## src/rtl/alu_issue_stage.sv

```systemverilog
// ID/EX issue stage: decodes a MIPS instruction plus register operands into an ALU
// operation and holds it in a valid/ready output register with stall and flush support.
module alu_issue_stage #(
  parameter int unsigned CNT_W = 32
) (
  input  logic              clk,
  input  logic              rst_n,
  input  logic              in_valid,
  output logic              in_ready,
  input  logic [31:0]       instr,
  input  logic [31:0]       rs_data,
  input  logic [31:0]       rt_data,
  input  logic              flush,
  output logic              out_valid,
  input  logic              out_ready,
  output logic [31:0]       alu_in1,
  output logic [31:0]       alu_in2,
  output logic [4:0]        alu_ctl,
  output logic              alu_sign,
  output logic [4:0]        wr_reg,
  output logic              illegal,
  output logic [CNT_W-1:0]  issue_count
);

  localparam logic [4:0] CTL_AND = 5'b00000;
  localparam logic [4:0] CTL_OR  = 5'b00001;
  localparam logic [4:0] CTL_ADD = 5'b00010;
  localparam logic [4:0] CTL_SUB = 5'b00110;
  localparam logic [4:0] CTL_SLT = 5'b00111;
  localparam logic [4:0] CTL_NOR = 5'b01100;
  localparam logic [4:0] CTL_XOR = 5'b01101;
  localparam logic [4:0] CTL_SLL = 5'b10000;
  localparam logic [4:0] CTL_SRL = 5'b11000;
  localparam logic [4:0] CTL_SRA = 5'b11001;
  localparam logic [4:0] CTL_MUL = 5'b11010;

  typedef struct packed {
    logic [31:0] in1;
    logic [31:0] in2;
    logic [4:0]  ctl;
    logic        sign;
    logic [4:0]  wr;
    logic        ill;
  } alu_op_t;

  logic [5:0]  op;
  logic [5:0]  fn;
  logic [4:0]  rt_f;
  logic [4:0]  rd_f;
  logic [4:0]  shamt;
  logic [31:0] sx;
  logic [31:0] zx;
  logic        unused_rs_field;

  assign op    = instr[31:26];
  assign fn    = instr[5:0];
  assign rt_f  = instr[20:16];
  assign rd_f  = instr[15:11];
  assign shamt = instr[10:6];
  assign sx    = {{16{instr[15]}}, instr[15:0]};
  assign zx    = {16'h0000, instr[15:0]};
  // rs operand arrives pre-read in rs_data; the field itself is not needed here
  assign unused_rs_field = ^instr[25:21];

  alu_op_t dec;

  // Instruction decode
  always_comb begin
    dec      = '0;
    dec.in1  = rs_data;
    dec.in2  = rt_data;
    dec.wr   = rt_f;
    unique case (op)
      6'h00: begin
        dec.wr = rd_f;
        unique case (fn)
          6'h00:   begin dec.ctl = CTL_SLL; dec.in1 = {27'b0, shamt}; end
          6'h02:   begin dec.ctl = CTL_SRL; dec.in1 = {27'b0, shamt}; end
          6'h03:   begin dec.ctl = CTL_SRA; dec.in1 = {27'b0, shamt}; end
          6'h04:   dec.ctl = CTL_SLL;
          6'h06:   dec.ctl = CTL_SRL;
          6'h07:   dec.ctl = CTL_SRA;
          6'h20:   begin dec.ctl = CTL_ADD; dec.sign = 1'b1; end
          6'h21:   dec.ctl = CTL_ADD;
          6'h22:   begin dec.ctl = CTL_SUB; dec.sign = 1'b1; end
          6'h23:   dec.ctl = CTL_SUB;
          6'h24:   dec.ctl = CTL_AND;
          6'h25:   dec.ctl = CTL_OR;
          6'h26:   dec.ctl = CTL_XOR;
          6'h27:   dec.ctl = CTL_NOR;
          6'h2A:   begin dec.ctl = CTL_SLT; dec.sign = 1'b1; end
          6'h2B:   dec.ctl = CTL_SLT;
          default: dec.ill = 1'b1;
        endcase
      end
      6'h1C: begin
        if (fn == 6'h02) begin
          dec.ctl = CTL_MUL;
          dec.wr  = rd_f;
        end else begin
          dec.ill = 1'b1;
        end
      end
      6'h08:   begin dec.ctl = CTL_ADD; dec.in2 = sx; dec.sign = 1'b1; end
      6'h09:   begin dec.ctl = CTL_ADD; dec.in2 = sx; end
      6'h0A:   begin dec.ctl = CTL_SLT; dec.in2 = sx; dec.sign = 1'b1; end
      6'h0B:   begin dec.ctl = CTL_SLT; dec.in2 = sx; end
      6'h0C:   begin dec.ctl = CTL_AND; dec.in2 = zx; end
      6'h0D:   begin dec.ctl = CTL_OR;  dec.in2 = zx; end
      6'h0E:   begin dec.ctl = CTL_XOR; dec.in2 = zx; end
      6'h0F:   begin dec.ctl = CTL_SLL; dec.in1 = 32'd16; dec.in2 = zx; end
      6'h23:   begin dec.ctl = CTL_ADD; dec.in2 = sx; end
      6'h2B:   begin dec.ctl = CTL_ADD; dec.in2 = sx; dec.wr = 5'd0; end
      6'h04,
      6'h05:   begin dec.ctl = CTL_SUB; dec.wr = 5'd0; end
      default: dec.ill = 1'b1;
    endcase
    // Unsupported encodings issue as a harmless zeroed op flagged illegal
    if (dec.ill) begin
      dec.in1 = '0;
      dec.in2 = '0;
      dec.ctl = CTL_AND;
      dec.wr  = 5'd0;
    end
  end

  logic             valid_q, valid_d;
  alu_op_t          op_q, op_d;
  logic [CNT_W-1:0] cnt_q, cnt_d;
  logic             in_ready_c;

  assign in_ready_c = !valid_q || out_ready || flush;
  assign in_ready   = in_ready_c;

  // Output register next-state: flush wins over load, load wins over drain
  always_comb begin
    valid_d = valid_q;
    op_d    = op_q;
    cnt_d   = cnt_q;
    if (flush) begin
      valid_d = 1'b0;
    end else if (in_valid && in_ready_c) begin
      valid_d = 1'b1;
      op_d    = dec;
    end else if (out_ready) begin
      valid_d = 1'b0;
    end
    if (valid_q && out_ready && !flush) begin
      cnt_d = cnt_q + CNT_W'(1);
    end
  end

  always_ff @(posedge clk or negedge rst_n) begin
    if (!rst_n) begin
      valid_q <= 1'b0;
      op_q    <= '0;
      cnt_q   <= '0;
    end else begin
      valid_q <= valid_d;
      op_q    <= op_d;
      cnt_q   <= cnt_d;
    end
  end

  assign out_valid   = valid_q;
  assign alu_in1     = op_q.in1;
  assign alu_in2     = op_q.in2;
  assign alu_ctl     = op_q.ctl;
  assign alu_sign    = op_q.sign;
  assign wr_reg      = op_q.wr;
  assign illegal     = op_q.ill;
  assign issue_count = cnt_q;

endmodule
```

## config.mk

```make
export PLATFORM = sky130hd
export DESIGN_NAME = alu_issue_stage
export DESIGN_NICKNAME = d
export VERILOG_FILES = /design/src/rtl/alu_issue_stage.sv
export SDC_FILE = /design/constraint.sdc
export NUM_CORES = 1
export LEC_CHECK = 0
export ABC_AREA = 1
export CORE_MARGIN = 3
export CORE_UTILIZATION = 42
export DETAILED_ROUTE_END_ITERATION = 10
export PLACE_DENSITY = 0.79
export SLEW_MARGIN = 20
export SYNTH_ARGS = -nofsm -noshare
export SYNTH_HDL_FRONTEND = slang
export SYNTH_SLANG_ARGS = --single-unit
```

## constraint.sdc

```tcl
create_clock -name clk -period 1.5 [get_ports clk]
set_clock_uncertainty 0.05 [all_clocks]
set_input_delay 0.15 -clock clk [delete_from_list [all_inputs] [get_ports clk]]
set_output_delay 0.15 -clock clk [all_outputs]
set_load 0.005 [all_outputs]
```

After elaboration in Yosys (flattened, before gate mapping)

Cells that the tools add are included.

Flip-flop bits (word level): 109
Bits of input ports: 101

$add $sub $neg: 1
Equality and inequality tests: 28
Multiplexer cells: 18
Bitwise operators: 1
Reduce and logical (&&, ||, !) cells: 28

Operators by type and width:

| cell                    | count |
|---|---|
| $pmux W32 S2            | 2 |
| $eq A6 B6 Y1 const B    | 12 |
| $mux W69                | 1 |
| $eq A6 B4 Y1 const B    | 8 |
| $pmux W5 S9             | 1 |
| $pmux W5 S8             | 1 |
| $add A32 B1 Y32 const B | 1 |
| $mux W32                | 1 |
| $eq A6 B3 Y1 const B    | 5 |
| $reduce_or A2 Y1        | 9 |
| $reduce_or A16 Y1       | 1 |
| $mux W5                 | 3 |
| $pmux W5 S3             | 1 |
| $eq A6 B2 Y1 const B    | 2 |
| $logic_not A6 Y1        | 2 |
| $reduce_or A12 Y1       | 1 |
| $reduce_or A3 Y1        | 3 |
| $reduce_or A4 Y1        | 2 |
| $eq A6 B5 Y1 const B    | 1 |
| $mux W1                 | 6 |
| $reduce_or A6 Y1        | 1 |
| $logic_and A1 B1 Y1     | 3 |
| $pmux W1 S3             | 1 |
| $reduce_bool A3 Y1      | 1 |
| other kinds (5)         | 7 |

Longest topological paths before layout

Word-level depth: 6
Mapped depth: 12
Mapped depth without buffers: 11

Worst setup path after synthesis

No wires, ideal clock.

Kind: register to register
Start point: register cnt_q[2], in the netlist issue_count[2]
End point: register cnt_q[21], in the netlist issue_count[21]
Setup time: 0.117 ns
Arrival: 1.384 ns
Required time: 1.333 ns
Setup slack: -0.051 ns
Cell stages (with the launch flop): 10
Period minus slack after synthesis: 1.551 ns
Path through: dfrtp_1 -> inv_1 -> nor3_1 -> nand2_1 -> nor2_4 -> nand2_1 -> nor2_2 -> nand2_1 -> nand2_1 -> nand2_1

Longest elaborated chain between the ends: 1

RTL lines:

| element                | line | source |
|---|---|---|
| from (decl)            | 129  | `logic [CNT_W-1:0] cnt_q, cnt_d;` |
| from (signal assigned) | 161  | `cnt_q <= cnt_d;` |
| $add A32 B1 Y32        | 149  | `cnt_d = cnt_q + CNT_W'(1);` |

No other way between the ends.
A chain may end at the register's enable or synchronous reset.

Worst setup path after layout

Start point: register cnt_q[1], in the netlist issue_count[1]
End point: register cnt_q[24], in the netlist issue_count[24]

The elaborated chain is that of the path after synthesis.

==> metrics.md <==
| Metric | Value |
|---|---|
| Fraction of layout instances using a drive strength above 1 | 0.215 |
| Initial Util | 0.435 |
| Fin. Hold Viols | 0 |
| Least-Margin Pin Slew | 0.328 ns |
| R2r worst-path depth | 8 |
| RD Place Congestion | 0.894 |
| Core area | 14800 um^2 |
| Yosys warning count | 0 |
| Final design utilization | 0.713 |
| Combinational Power Share | 0.294 |
| Run status | finished, violations left |
| Congestion Overflow GR | 0 |
| Internal Power | 5.84 mW |
| Setup violators final | 20 |
| Cells after Synth | 909 |
| Post-Syn Area | 6420 um^2 |
| PortBufs | 205 |
| First-pass GRT wire length | 35500 um |
| Row cnt | 44 |
| Vias in the first global route | 7171 |
| Max Cap Violations | 0 |
| Tot GR Track Use | 0.262 |
| Final critical-path required period | 1.71 ns |
| Power Total | 8.37 mW |
| Setup crit end | issue_count[24]$_DFFE_PN0P_ |
| Synth Net Count | 1011 |
| Hold Slack | 0.180 ns |
| Clock tree buffer depth | 2 |
| Flops & latches, synth | 109 |
| Clock share of power | 0.298 |
| VDD IR-drop max | 496 uV |
| CTS Sinks | 109 |
| Per-cell routed wire length | 17.0 um |
| Hold Crit Class | in -> async |
| Die span in x | 130 um |
| PnR worst setup slack | -0.210 ns |
| Final WL | 23900 um |
| Vias per cell | 5.40 |
| Routed via count | 7616 |
| Crit-path slowest cell | dfrtp_1 |
| Reg2Reg Capture Point | issue_count[24]$_DFFE_PN0P_ |
| Worst-path clk slew | 0.08 ns |
| Unique masters post-synth | 35 |
| CTS buffer count | 9 |
| CP cell instances | ha_2, inv_2, nor3_4, nand4_1, inv_1, nand3_1, nand2_1, inv_1 |
| RSZ-0062 raised after global routing | yes |
| Worst r2r src | issue_count[1]$_DFFE_PN0P_ |
| Kind of critical path | reg -> reg |
| Psw | 2.53 mW |
| # diodes | 0 |
| Initial antenna violation count | 0 |
| Crit path max fanout | 4 |
| Register area share after synthesis | 0.425 |
| Worst R2R Setup Slack | -0.21 ns |
| Worst rel slew slack | 0.780 |
| H-tree levels | 3 |
| CP Launch Type | flop |
| Top Ports | 211 |
| Setup TNS | -1.93 ns |
| Sequential share of power | 0.409 |
| Worst Path Required | 1.70 ns |
| Drt initial violations | 695 |
| Die extent in y | 130 um |
| Clk root buf | clkbuf_16 |
| CP most frequent cell | inv_1 |
| Dpl ws | -0.591 ns |
| Max Slew Vio Count | 0 |
| Clk_lat worst skew | 0.35 ns |
| Fillers | 1105 |
| Slowest stage delay, CP | 0.41 ns |
| Worst EP arrival | 1.91 ns |
| ANT nets after route | 0 |
| Post-DP HPWL | 15400 um |
| Layout area overhead | 63.9% |
| Router iterations before antenna repair | 5 |
| Leakage | 5.54 nW |
| Failing checks | setup timing |
| Max Fclk | 585 MHz |
| Largest net degree at the start of global routing | 43 |
| CP Capture Type | flop |
| Residual DRC count | 0 |
| Power per cell area | 795 nW/um^2 |
| Final nets | 1324 |
| Final Cycle Share | 1.14 |
| CTS tree | built |
| Die area | 16800 um^2 |
| Post-Syn Area per Cell | 7.06 um^2 |
| Switching Fraction | 0.302 |
| Critical Path Source | issue_count[1]$_DFFE_PN0P_ |
-- what timing repair did --
item | 4_1_cts | 5_1_grt
pin swaps | 11 | 35
resized for setup | 60 | 119
buffers inserted | 21 | 20
endpoints found under the hold margin | 98 | 0
setup endpoints to repair | 115 | 115
hold buffers | 1 | 0
gates cloned | 2 | 2
-- power by group through the flow --
stage | sequential, mW | combinational, mW | clock [mW]
2_1_floorplan | 3.46 | 0.741 | 0
6_report | 3.42 | 2.46 | 2.49
5_1_grt | 3.45 | 2.65 | 2.61
3_3_place_gp | 3.45 | 2.15 | 0
3_5_place_dp | 3.44 | 2.18 | 0
4_1_cts | 3.40 | 2.25 | 2.50
-- worst min-delay path by stage --
| stage | start | end | cells after the start |
|---|---|---|---|
| after global routing | rst_n | alu_in2[2]$_DFFE_PN0P_ | 2 |
| after global placement | rst_n | wr_reg[1]$_DFFE_PN0P_ | 1 |
| final | rst_n | alu_in2[11]$_DFFE_PN0P_ | 2 |
| after CTS | rst_n | alu_in1[0]$_DFFE_PN0P_ | 2 |
| after detailed placement | rst_n | alu_in2[11]$_DFFE_PN0P_ | 1 |
| after floorplan | rst_n | alu_ctl[0]$_DFFE_PN0P_ | 0 |
-- synth_stat cells (all sizes together) --
cell type,count,area share
a21oi,31,0.025
a2bb2oi,1,0.0014
a31oi,2,0.0019
buf,31,0.026
clkbuf,8,0.0047
clkinv,1,0.00058
dfrtp,109,0.43
ha,1,0.0019
inv,77,0.045
nand2,358,0.21
nand3,87,0.073
nand3b,7,0.0088
nand4,56,0.056
nor2,86,0.062
nor3,14,0.012
o211ai,2,0.0023
o21a,1,0.0012
o21ai,18,0.014
or2,1,0.00098
xnor2,8,0.011
xor2,10,0.014
-- cell families (layout without fill, tap and decap cells) --
logic type	after synthesis	in the layout	synth area share
adder cells (fa/ha/maj)	1	1	0.00195
flip-flops	109	109	0.425
AO/OA/AOI/OAI	55	55	0.0456
AND/OR/NAND/NOR	609	610	0.426
XOR/XNOR	18	18	0.0246
buffers and inverters	117	434	0.0766
-- metrics by stage --
step	area, um^2	cells
final	10500	1411
after global routing	10500	1411
after CTS	9980	1390
after detailed placement	9350	1350
after global placement	9350	1350
after floorplan	6430	909
-- critical path: cells and delay by family (launching register included) --
family	cells	cell delay, ns
flip-flops	1	0.41
AND/OR/NAND/NOR	4	0.65
buffers and inverters	3	0.27
adder cells (fa/ha/maj)	1	0.21
-- layout by cell type, fill, tap and decap left out, drive strengths merged, types with 11 or more instances in the layout --
| cell | instances |
|---|---|
| clkdlybuf4s50 | 157 |
| inv | 76 |
| nor2 | 87 |
| dlygate4sd2 | 21 |
| dlymetal6s2s | 22 |
| nand2 | 358 |
| dfrtp | 109 |
| clkbuf | 11 |
| nand3 | 87 |
| a21oi | 31 |
| buf | 134 |
| o21ai | 18 |
| nand4 | 56 |
| nor3 | 14 |
-- layout make-up --
cell class / instances / area [um^2] / area share
multi-input cells: 684 / 3530 / 0.336
repair buffers: 338 / 3370 / 0.321
flip-flops and latches: 109 / 2740 / 0.260
inverters: 78 / 310 / 0.0295
clock buffers: 11 / 243 / 0.0231
well taps: 184 / 230 / 0.0219
clock inverters: 5 / 60.1 / 0.00571
repair inverters: 2 / 32.5 / 0.00309
-- per-layer routing --
layer	track usage	vias up	part of all wire
li1	-	3555	-
met1	0.347	3613	0.42
met2	0.437	401	0.48
met3	0.0491	47	0.077
met4	0.0813	0	0.025
met5	0	-	0
(Power assumes the default switching activity.)
